$ cat src/rtl/lsu_pkg.sv
// Shared encodings for the load/store unit: request sizes and FSM states.
package lsu_pkg;

    typedef enum logic [1:0] {
        SZ_BYTE = 2'b00,
        SZ_HALF = 2'b01,
        SZ_WORD = 2'b10,
        SZ_ILL  = 2'b11
    } size_e;

    typedef enum logic [1:0] {
        IDLE   = 2'b00,
        ACCESS = 2'b01,
        WRITE  = 2'b10,
        RESP   = 2'b11
    } state_e;

    function automatic logic [2:0] size_bytes(input size_e sz);
        case (sz)
            SZ_BYTE: size_bytes = 3'd1;
            SZ_HALF: size_bytes = 3'd2;
            default: size_bytes = 3'd4;
        endcase
    endfunction

endpackage

$ cat src/rtl/lsu_lane_align.sv
// Little-endian lane extract with sign/zero extension, and lane merge for sub-word stores.
module lsu_lane_align
    import lsu_pkg::*;
(
    input  size_e       size,
    input  logic        is_unsigned,
    input  logic [1:0]  offset,
    input  logic [31:0] rdata,
    input  logic [15:0] wdata,
    output logic [31:0] load_data,
    output logic [31:0] merge_data
);

    logic [7:0]  byte_lane;
    logic [15:0] half_lane;

    always_comb begin
        byte_lane  = rdata[{offset, 3'b000} +: 8];
        half_lane  = rdata[{offset[1], 4'b0000} +: 16];
        load_data  = rdata;
        merge_data = rdata;
        case (size)
            SZ_BYTE: begin
                load_data = {{24{~is_unsigned & byte_lane[7]}}, byte_lane};
                merge_data[{offset, 3'b000} +: 8] = wdata[7:0];
            end
            SZ_HALF: begin
                load_data = {{16{~is_unsigned & half_lane[15]}}, half_lane};
                merge_data[{offset[1], 4'b0000} +: 16] = wdata;
            end
            default: ;
        endcase
    end

endmodule

$ cat src/rtl/lsu_dmem_port.sv
// Load/store unit front-end for a word-addressed dmem: checks requests, does RMW for sub-word stores.
module lsu_dmem_port
    import lsu_pkg::*;
#(
    parameter int unsigned MEM_BYTES = 32
) (
    input  logic        clk,
    input  logic        rst_n,
    input  logic        req_valid,
    output logic        req_ready,
    input  logic        req_we,
    input  logic [1:0]  req_size,
    input  logic        req_unsigned,
    input  logic [31:0] req_addr,
    input  logic [31:0] req_wdata,
    output logic        resp_valid,
    output logic [31:0] resp_rdata,
    output logic        resp_err,
    output logic        mem_write_en,
    output logic [31:0] mem_addr,
    output logic [31:0] mem_write_data,
    input  logic [31:0] mem_read_data
);

    state_e      state_q, state_d;
    logic        we_q, we_d;
    size_e       size_q, size_d;
    logic        uns_q, uns_d;
    logic [1:0]  off_q, off_d;
    logic [15:0] wdata_q, wdata_d;

    logic        ready_q, ready_d;
    logic        resp_valid_q, resp_valid_d;
    logic [31:0] resp_rdata_q, resp_rdata_d;
    logic        resp_err_q, resp_err_d;
    logic        mem_we_q, mem_we_d;
    logic [31:0] mem_addr_q, mem_addr_d;
    logic [31:0] mem_wdata_q, mem_wdata_d;

    size_e       req_sz;
    logic        req_bad;
    logic [32:0] req_end;
    logic [31:0] load_data;
    logic [31:0] merge_data;

    lsu_lane_align u_align (
        .size        (size_q),
        .is_unsigned (uns_q),
        .offset      (off_q),
        .rdata       (mem_read_data),
        .wdata       (wdata_q),
        .load_data   (load_data),
        .merge_data  (merge_data)
    );

    // 33-bit end address so requests near the top of the address space cannot wrap into range
    always_comb begin
        req_sz  = size_e'(req_size);
        req_end = {1'b0, req_addr} + {30'd0, size_bytes(req_sz)};
        req_bad = (req_sz == SZ_ILL)
                | ((req_sz == SZ_HALF) & req_addr[0])
                | ((req_sz == SZ_WORD) & (req_addr[1:0] != 2'b00))
                | (req_end > {1'b0, MEM_BYTES});
    end

    always_comb begin
        state_d      = state_q;
        we_d         = we_q;
        size_d       = size_q;
        uns_d        = uns_q;
        off_d        = off_q;
        wdata_d      = wdata_q;
        ready_d      = 1'b0;
        resp_valid_d = 1'b0;
        resp_rdata_d = '0;
        resp_err_d   = 1'b0;
        mem_we_d     = 1'b0;
        mem_addr_d   = '0;
        mem_wdata_d  = '0;
        case (state_q)
            IDLE: begin
                ready_d = 1'b1;
                if (req_valid) begin
                    we_d    = req_we;
                    size_d  = req_sz;
                    uns_d   = req_unsigned;
                    off_d   = req_addr[1:0];
                    wdata_d = req_wdata[15:0];
                    ready_d = 1'b0;
                    if (req_bad) begin
                        state_d      = RESP;
                        resp_valid_d = 1'b1;
                        resp_err_d   = 1'b1;
                    end else begin
                        state_d    = ACCESS;
                        mem_addr_d = {req_addr[31:2], 2'b00};
                        if (req_we && req_sz == SZ_WORD) begin
                            mem_we_d    = 1'b1;
                            mem_wdata_d = req_wdata;
                        end
                    end
                end
            end
            ACCESS: begin
                if (we_q && size_q != SZ_WORD) begin
                    // merged word is built from the read data here and held for the WRITE cycle
                    state_d     = WRITE;
                    mem_addr_d  = mem_addr_q;
                    mem_we_d    = 1'b1;
                    mem_wdata_d = merge_data;
                end else begin
                    state_d      = RESP;
                    resp_valid_d = 1'b1;
                    resp_rdata_d = we_q ? '0 : load_data;
                end
            end
            WRITE: begin
                state_d      = RESP;
                resp_valid_d = 1'b1;
            end
            RESP: begin
                state_d = IDLE;
                ready_d = 1'b1;
            end
            default: state_d = IDLE;
        endcase
    end

    always_ff @(posedge clk or negedge rst_n) begin
        if (!rst_n) begin
            state_q      <= IDLE;
            we_q         <= 1'b0;
            size_q       <= SZ_BYTE;
            uns_q        <= 1'b0;
            off_q        <= '0;
            wdata_q      <= '0;
            ready_q      <= 1'b1;
            resp_valid_q <= 1'b0;
            resp_rdata_q <= '0;
            resp_err_q   <= 1'b0;
            mem_we_q     <= 1'b0;
            mem_addr_q   <= '0;
            mem_wdata_q  <= '0;
        end else begin
            state_q      <= state_d;
            we_q         <= we_d;
            size_q       <= size_d;
            uns_q        <= uns_d;
            off_q        <= off_d;
            wdata_q      <= wdata_d;
            ready_q      <= ready_d;
            resp_valid_q <= resp_valid_d;
            resp_rdata_q <= resp_rdata_d;
            resp_err_q   <= resp_err_d;
            mem_we_q     <= mem_we_d;
            mem_addr_q   <= mem_addr_d;
            mem_wdata_q  <= mem_wdata_d;
        end
    end

    assign req_ready      = ready_q;
    assign resp_valid     = resp_valid_q;
    assign resp_rdata     = resp_rdata_q;
    assign resp_err       = resp_err_q;
    assign mem_write_en   = mem_we_q;
    assign mem_addr       = mem_addr_q;
    assign mem_write_data = mem_wdata_q;

endmodule

$ cat config.mk
export PLATFORM = sky130hd
export DESIGN_NAME = lsu_dmem_port
export DESIGN_NICKNAME = d
export VERILOG_FILES = /design/src/rtl/lsu_pkg.sv /design/src/rtl/lsu_lane_align.sv /design/src/rtl/lsu_dmem_port.sv
export SDC_FILE = /design/constraint.sdc
export NUM_CORES = 1
export LEC_CHECK = 0
export CAP_MARGIN = 20
export CORE_UTILIZATION = 35
export CTS_BUF_LIST = sky130_fd_sc_hd__clkbuf_8
export DETAILED_ROUTE_END_ITERATION = 10
export PLACE_DENSITY = 0.64
export REMOVE_ABC_BUFFERS = 1
export SYNTH_ARGS = -nofsm -noshare
export SYNTH_HDL_FRONTEND = slang
export SYNTH_SLANG_ARGS = --single-unit
$ cat constraint.sdc
create_clock -name clk -period 3.06 [get_ports clk]
set_clock_uncertainty 0.2 [all_clocks]
set_input_delay 0.612 -clock clk [delete_from_list [all_inputs] [get_ports clk]]
set_output_delay 0.612 -clock clk [all_outputs]
set_load 0.005 [all_outputs]
==> results of run 1 <==
-- cell type report --
cell class	count	share of cell area [%]
multi-input cells	562	35.4
flip-flops and latches	122	28.8
repair buffers	303	27.5
well taps	265	3.13
clock buffers	19	2.47
clock inverters	13	1.43
inverters	32	1.13
diodes	1	0.0236
-- cells in the mapped netlist (3+ instances only) --
cell / n
or3_1: 17
dfrtp_1: 121
o21a_1: 3
nand2b_1: 5
clkbuf_1: 35
o21ai_1: 11
a211oi_1: 4
o21ai_2: 19
buf_1: 3
o21ai_0: 43
nor3_1: 12
a31oi_1: 3
mux4_2: 6
buf_2: 8
nor4_1: 5
a2111oi_0: 8
and3_1: 8
or4_1: 11
nand4_1: 45
a221oi_1: 24
o211ai_1: 9
nor2_1: 79
ha_1: 12
and2_1: 28
clkinv_1: 4
nand2_1: 87
a21oi_1: 40
nand3_1: 11
and4_1: 4
o31ai_1: 10
mux2_2: 10
inv_1: 27
buf_6: 3
mux2i_1: 4
-- layer usage --
layer | up-vias | track usage (%)
met1 | 3407 | 30.8
met2 | 332 | 38.9
met4 | 2 | 11.7
li1 | 3355 | -
met3 | 67 | 6.00
met5 | - | 0
-- critical path: cells and delay by family --
| family | cells | cell delay (ps) |
|---|---|---|
| AO/OA/AOI/OAI | 4 | 640 |
| XOR/XNOR | 1 | 150 |
| adder cells (fa/ha/maj) | 2 | 540 |
| buffers and inverters | 3 | 440 |
| AND/OR/NAND/NOR | 3 | 790 |
-- logic make-up (layout without fill, tap and decap cells) --
logic type | after synthesis | after routing
AND/OR/NAND/NOR | 325 | 325
AO/OA/AOI/OAI | 199 | 199
flip-flops | 122 | 122
buffers and inverters | 83 | 367
multiplexers | 21 | 21
adder cells (fa/ha/maj) | 13 | 13
XOR/XNOR | 2 | 2
other | 1 | 3
-- report_power, final --
| part | switching [mW] | leakage (nW) | total [mW] | internal, mW |
|---|---|---|---|---|
| registers | 0.276 | 1.65 | 2.29 | 2.01 |
| logic | 1.75 | 2.66 | 3.18 | 1.43 |
| clock network | 0.671 | 0.207 | 1.51 | 0.840 |
| total | 2.70 | 4.51 | 6.97 | 4.27 |
-- how the worst min path moves through the flow --
stage | slack (ps) | cells after the start | startpoint | to
after floorplan | 120 | 0 | rst_n | mem_addr[10]
after global placement | 270 | 1 | mem_addr[24] | mem_addr[24]
after detailed placement | 270 | 1 | mem_addr[21] | mem_addr[21]
after CTS | 70 | 1 | rst_n | mem_write_data[25]
after global routing | 120 | 1 | rst_n | mem_write_data[10]
final | 60 | 1 | rst_n | mem_write_data[10]
-- through the flow --
stage	area [sq um]	power (mW)	hold slack, ps	cells
4_1_cts	10400	6.95	74.4	1311
3_3_place_gp	9820	5.36	268	1275
2_1_floorplan	6700	3.89	116	716
6_report	10600	6.97	60.8	1317
3_5_place_dp	9820	5.41	270	1275
5_1_grt	10600	7.45	117	1316
-- registers in the layout, indices dropped and copies added (netlist names) --
register,count
mem_addr,30
mem_write_data,32
mem_write_en,1
off_q,2
req_ready,1
resp_err,1
resp_rdata,32
resp_valid,1
size_q,2
state_q,2
uns_q,1
wdata_q,16
we_q,1
-- what timing repair did --
item | in CTS | in global routing
pin swaps | 9 | 18
setup endpoints to repair | 40 | 40
setup buffers | 1 | 3
gates resized for setup | 34 | 34
hold buffers | 0 | 0
gates cloned | 3 | 1
==> impl_metrics.ini, run 1 <==
[critical_path]
r2r_end = mem_write_data[5]
critPathKind = in -> reg
crit_start = req_size[0]
r2r_setup_slack_ps = 380
crit_required_ps = 3230
cpPeakStageDelay_ps = 550
crit_slowest_cell = or4_4
reg2reg_from = off_q[0]
arrival_ps = 3180
path_cells = buf_2, nor2_1, ha_2, fa_2, buf_6, xor2_1, or4_4, a31oi_4, a221oi_4, a211oi_4, nand2_4, buf_16, o21ai_2
crit_fanout = 8
crit_path_end = mem_write_data[10]
r2r_cells = 8
crit_path_end_kind = flop
setup.worst_path.start_class = primary input

[drt]
met2_length_um = 11700
dr_wl_met3_um = 1900
drtAntennaViolNets = 0
wl_per_cell_um = 18.9
routed-via-count = 7163
drt-met1-wl_um = 10300
avgViaCountPerCell = 5.44
remaining_drc_errors = 0
dr.pass1.iters = 8
wirelength_um = 24900
highest_layer = met5
drt_iter0_markers = 452

[die]
start_util_pct = 35.6
fp.coreArea_sq_um = 19500
pin_count = 203
design.die.area_sq_um = 20400
fp.dieW_um = 143
die_y_um = 143
rows = 51

[logic_synthesis]
syn_inst = 766
synth_area_sq_um = 6930
synth.area.mux_share_pct = 4.37
async_flop_share_pct = 100
yosys-top-cells-area = dfrtp_1 44%, nand2_1 4.7%, nor2_1 4.3%
synth.top_cell.area_share_pct = 43.7
synth-simple-area-share_pct = 23.9
synthAdderAreaFrac_pct = 2.46
yosys.area.top_type = dfrtp_1
syn_avg_cell_area_sq_um = 9.04
synth_edf_count = 0
ys.flop_type = dfrtp_1
synth_compound_area_share_pct = 19.8
synth_xor_area_share_pct = 0.253
synth-seq-cells = 122
yosysSeqAreaShare_pct = 44.1
yosysUniqueCellTypes = 69
yosys_warnings = 0
synth_top_family_by_area = simple AND/OR/NAND/NOR gates

[clock_tree]
cts_tree = done
clkSinkCount = 122
clk_latency_ps = 440
htree_num_levels = 4
ctsLongestPathBuffers = 2
cts_buffers = 17
path_clk_slew_ps = 80
cts_root_buf = clkbuf_8

[finish]
seq_area_sq_um = 3050
finalCoreUtilization_pct = 54.4
n_fill_cell = 1798
drive_gt1_share_pct = 21.0
layout_common_cells = 194 x clkdlybuf4s50_1, 121 x dfrtp_1, 92 x buf_4
area.growth.synth_to_final_pct = 52.9
layout_commonest_cell = clkdlybuf4s50_1
fin_nets = 1154
multiInputGateArea_sq_um = 3750

[place]
hpwl_um = 17700
place_congestion = 0.898
port_buffers = 200
dp_slack_ps = -768

[global_routing]
grt.total_usage_pct = 24.3
grt_antenna_before_repair = 2
grt_max_degree = 62
grt_pass1_wl_um = 37600
grt_pass1_vias = 6937
overflow = 0

[timing]
max_clock_freq_mhz = 333
finalCritPeriodShare_pct = 98.2
setup_slack_ps = 54.2
max_slew.worst_pin.slew_ps = 1020
drv_slew = 0
hold_viol = 0
slew_headroom_pct = 31.6
fin_crit_ps = 3010
setup_violations = 0
tns_ps = 0

[power]
powerDensity_nw_per_um2 = 659
peakVddDrop_mv = 0.287
p_leak_nw = 4.51

[min_path]
hp-class = in -> async

[status]
status = complete, no violations

[flow_run]
maxCapViolCount = 0
No activity file was read; power rests on OpenSTA's default activity.
==> inputs of run 2 (changes only) <==
--- a/config.mk
+++ b/config.mk
@@ -6,6 +6,7 @@
 export NUM_CORES = 1
 export LEC_CHECK = 0
 export CAP_MARGIN = 20
+export CORE_ASPECT_RATIO = 1.2
 export CORE_UTILIZATION = 35
 export CTS_BUF_LIST = sky130_fd_sc_hd__clkbuf_8
 export DETAILED_ROUTE_END_ITERATION = 10
==> run 2 against run 1 <==
Routed wire length is 1.9% higher. Utilization is 0.36 points higher. Setup slack better by 27 ps. Critical path depth is 1 higher. Critical endpoint is now mem_write_en.
==> impl_metrics.ini, run 2 (synthesized netlist as in run 1, its figures left out) <==
[status]
status = complete, no violations

[global_routing]
top_usage_layer = met2
overflow = 0
grt_pass1_vias = 7200
grt.met3_usage_pct = 4.73
grt_antenna_before_repair = 0
grt_max_degree = 65
grt_use_met1_pct = 29.9
use_met2_pct = 42.7
grt_pass1_wl_um = 38700
grt.total_usage_pct = 25.1

[drt]
wirelength_um = 25400
remaining_drc_errors = 0
drt_iter0_markers = 541
avgViaCountPerCell = 5.53
dr.pass1.iters = 5
wl_per_cell_um = 19.3
drtAntennaViolNets = 0
routed-via-count = 7275

[critical_path]
crit_slowest_cell = fa_2
arrival_ps = 3160
timing.critical_path.buf_inv = 5
crit_path_end_kind = flop
setup.worst_path.start_class = primary input
critPathKind = in -> reg
crit_fanout = 7
path_cells = buf_2, buf_6, nor2b_4, fa_2, buf_4, a21o_4, and4_4, mux2_4, a2bb2oi_1, nor4_4, nand2_4, buf_12, buf_16, o21ai_2
crit_required_ps = 3240
critPathTopFamily = buffers and inverters
cpPeakStageDelay_ps = 370

[timing]
max_slew.worst_pin.slew_ps = 692
finalCritPeriodShare_pct = 97.3
setup_violations = 0
max_clock_freq_mhz = 336
setup_slack_ps = 81.3
fin_crit_ps = 2980
drv_slew = 0
hold_viol = 0
hold_ws_ps = 286
slew_headroom_pct = 53.7

[finish]
finalCoreUtilization_pct = 54.8
area.growth.synth_to_final_pct = 54.0
layout_common_cells = 194 x clkdlybuf4s50_1, 121 x dfrtp_1, 89 x buf_4
layout_commonest_cell = clkdlybuf4s50_1
n_fill_cell = 1742
fin_nets = 1157
drive_gt1_share_pct = 21.6

[clock_tree]
cts_tree = done
cts_buffers = 17
cts_root_buf = clkbuf_8
ctsLongestPathBuffers = 2
clk_latency_ps = 440
htree_num_levels = 4
clkSinkCount = 122
path_clk_slew_ps = 80

[die]
fp.coreArea_sq_um = 19500
design.die.area_sq_um = 20400
pin_count = 203
die_y_um = 156
start_util_pct = 35.6
rows = 56
fp.dieW_um = 130

[power]
peakVddDrop_mv = 0.332
p_leak_nw = 4.55
totalPowerFinal_mw = 7.21
powerDensity_nw_per_um2 = 675

[min_path]
hp-class = reg -> reg

[flow_run]
maxCapViolCount = 0

[place]
dp_slack_ps = -849
port_buffers = 200
hpwl_um = 17500
place_congestion = 0.861
run 2: cell type report:
cell class	instances	area [sq um]	share of cell area [%]
multi-input cells	562	3740	35.1
flip-flops and latches	122	3050	28.6
repair buffers	306	3000	28.1
well taps	261	327	3.06
clock buffers	18	248	2.32
clock inverters	14	171	1.61
inverters	32	120	1.13
diodes	1	2.50	0.0235
run 2: worst register-to-register path: cells and delay by family (launching register included):
kind | cells | cell delay (ps)
fa+ha+maj | 1 | 460
buf+inv | 2 | 520
compound gates | 2 | 210
simple gates | 2 | 800
flops | 1 | 360
run 2: path summary, 6_finish.rpt:
check                                   from            endpoint  slack [ps]  cells after the start
worst max-delay path             req_size[1]        mem_write_en          80                     14
worst min-delay path            mem_addr[17]        mem_addr[17]         290                      1
worst max register to register      off_q[1]  mem_write_data[31]         440                      7
worst min register to register  mem_addr[17]        mem_addr[17]         290                      1
max in group asynchronous              rst_n               uns_q        1380                      3
min in group asynchronous              rst_n        mem_addr[10]         450                      2
run 2: repair_timing:
action	4_1_cts	5_1_grt
endpoints found under the setup margin	40	39
buffers inserted	6	1
cloned	4	1
resized for setup	52	23
hold buffers	1	0
pin swaps	31	10
hold endpoints to repair	31	0
run 2: report_power, final:
part           leakage (nW)  internal [mW]  switching [mW]
Combinational          2.69           1.50            1.89
Sequential             1.65           2.01           0.269
Clock                 0.211          0.830           0.704
run 2: through the flow:
step	instances	cell area, sq um	setup TNS [ps]
floorplan	716	6700	-28430
global placement	1269	9820	-28430
detailed placement	1270	9830	-31490
CTS	1313	10500	0
global route	1315	10700	-42.4
finish	1316	10700	0
run 2: layer usage:
layer	share of wire (%)	wire length [um]	up-vias
met5	0	0	-
met4	4.0	1020	0
met3	8.7	2210	77
met2	49	12400	359
met1	39	9790	3488
li1	-	-	3351
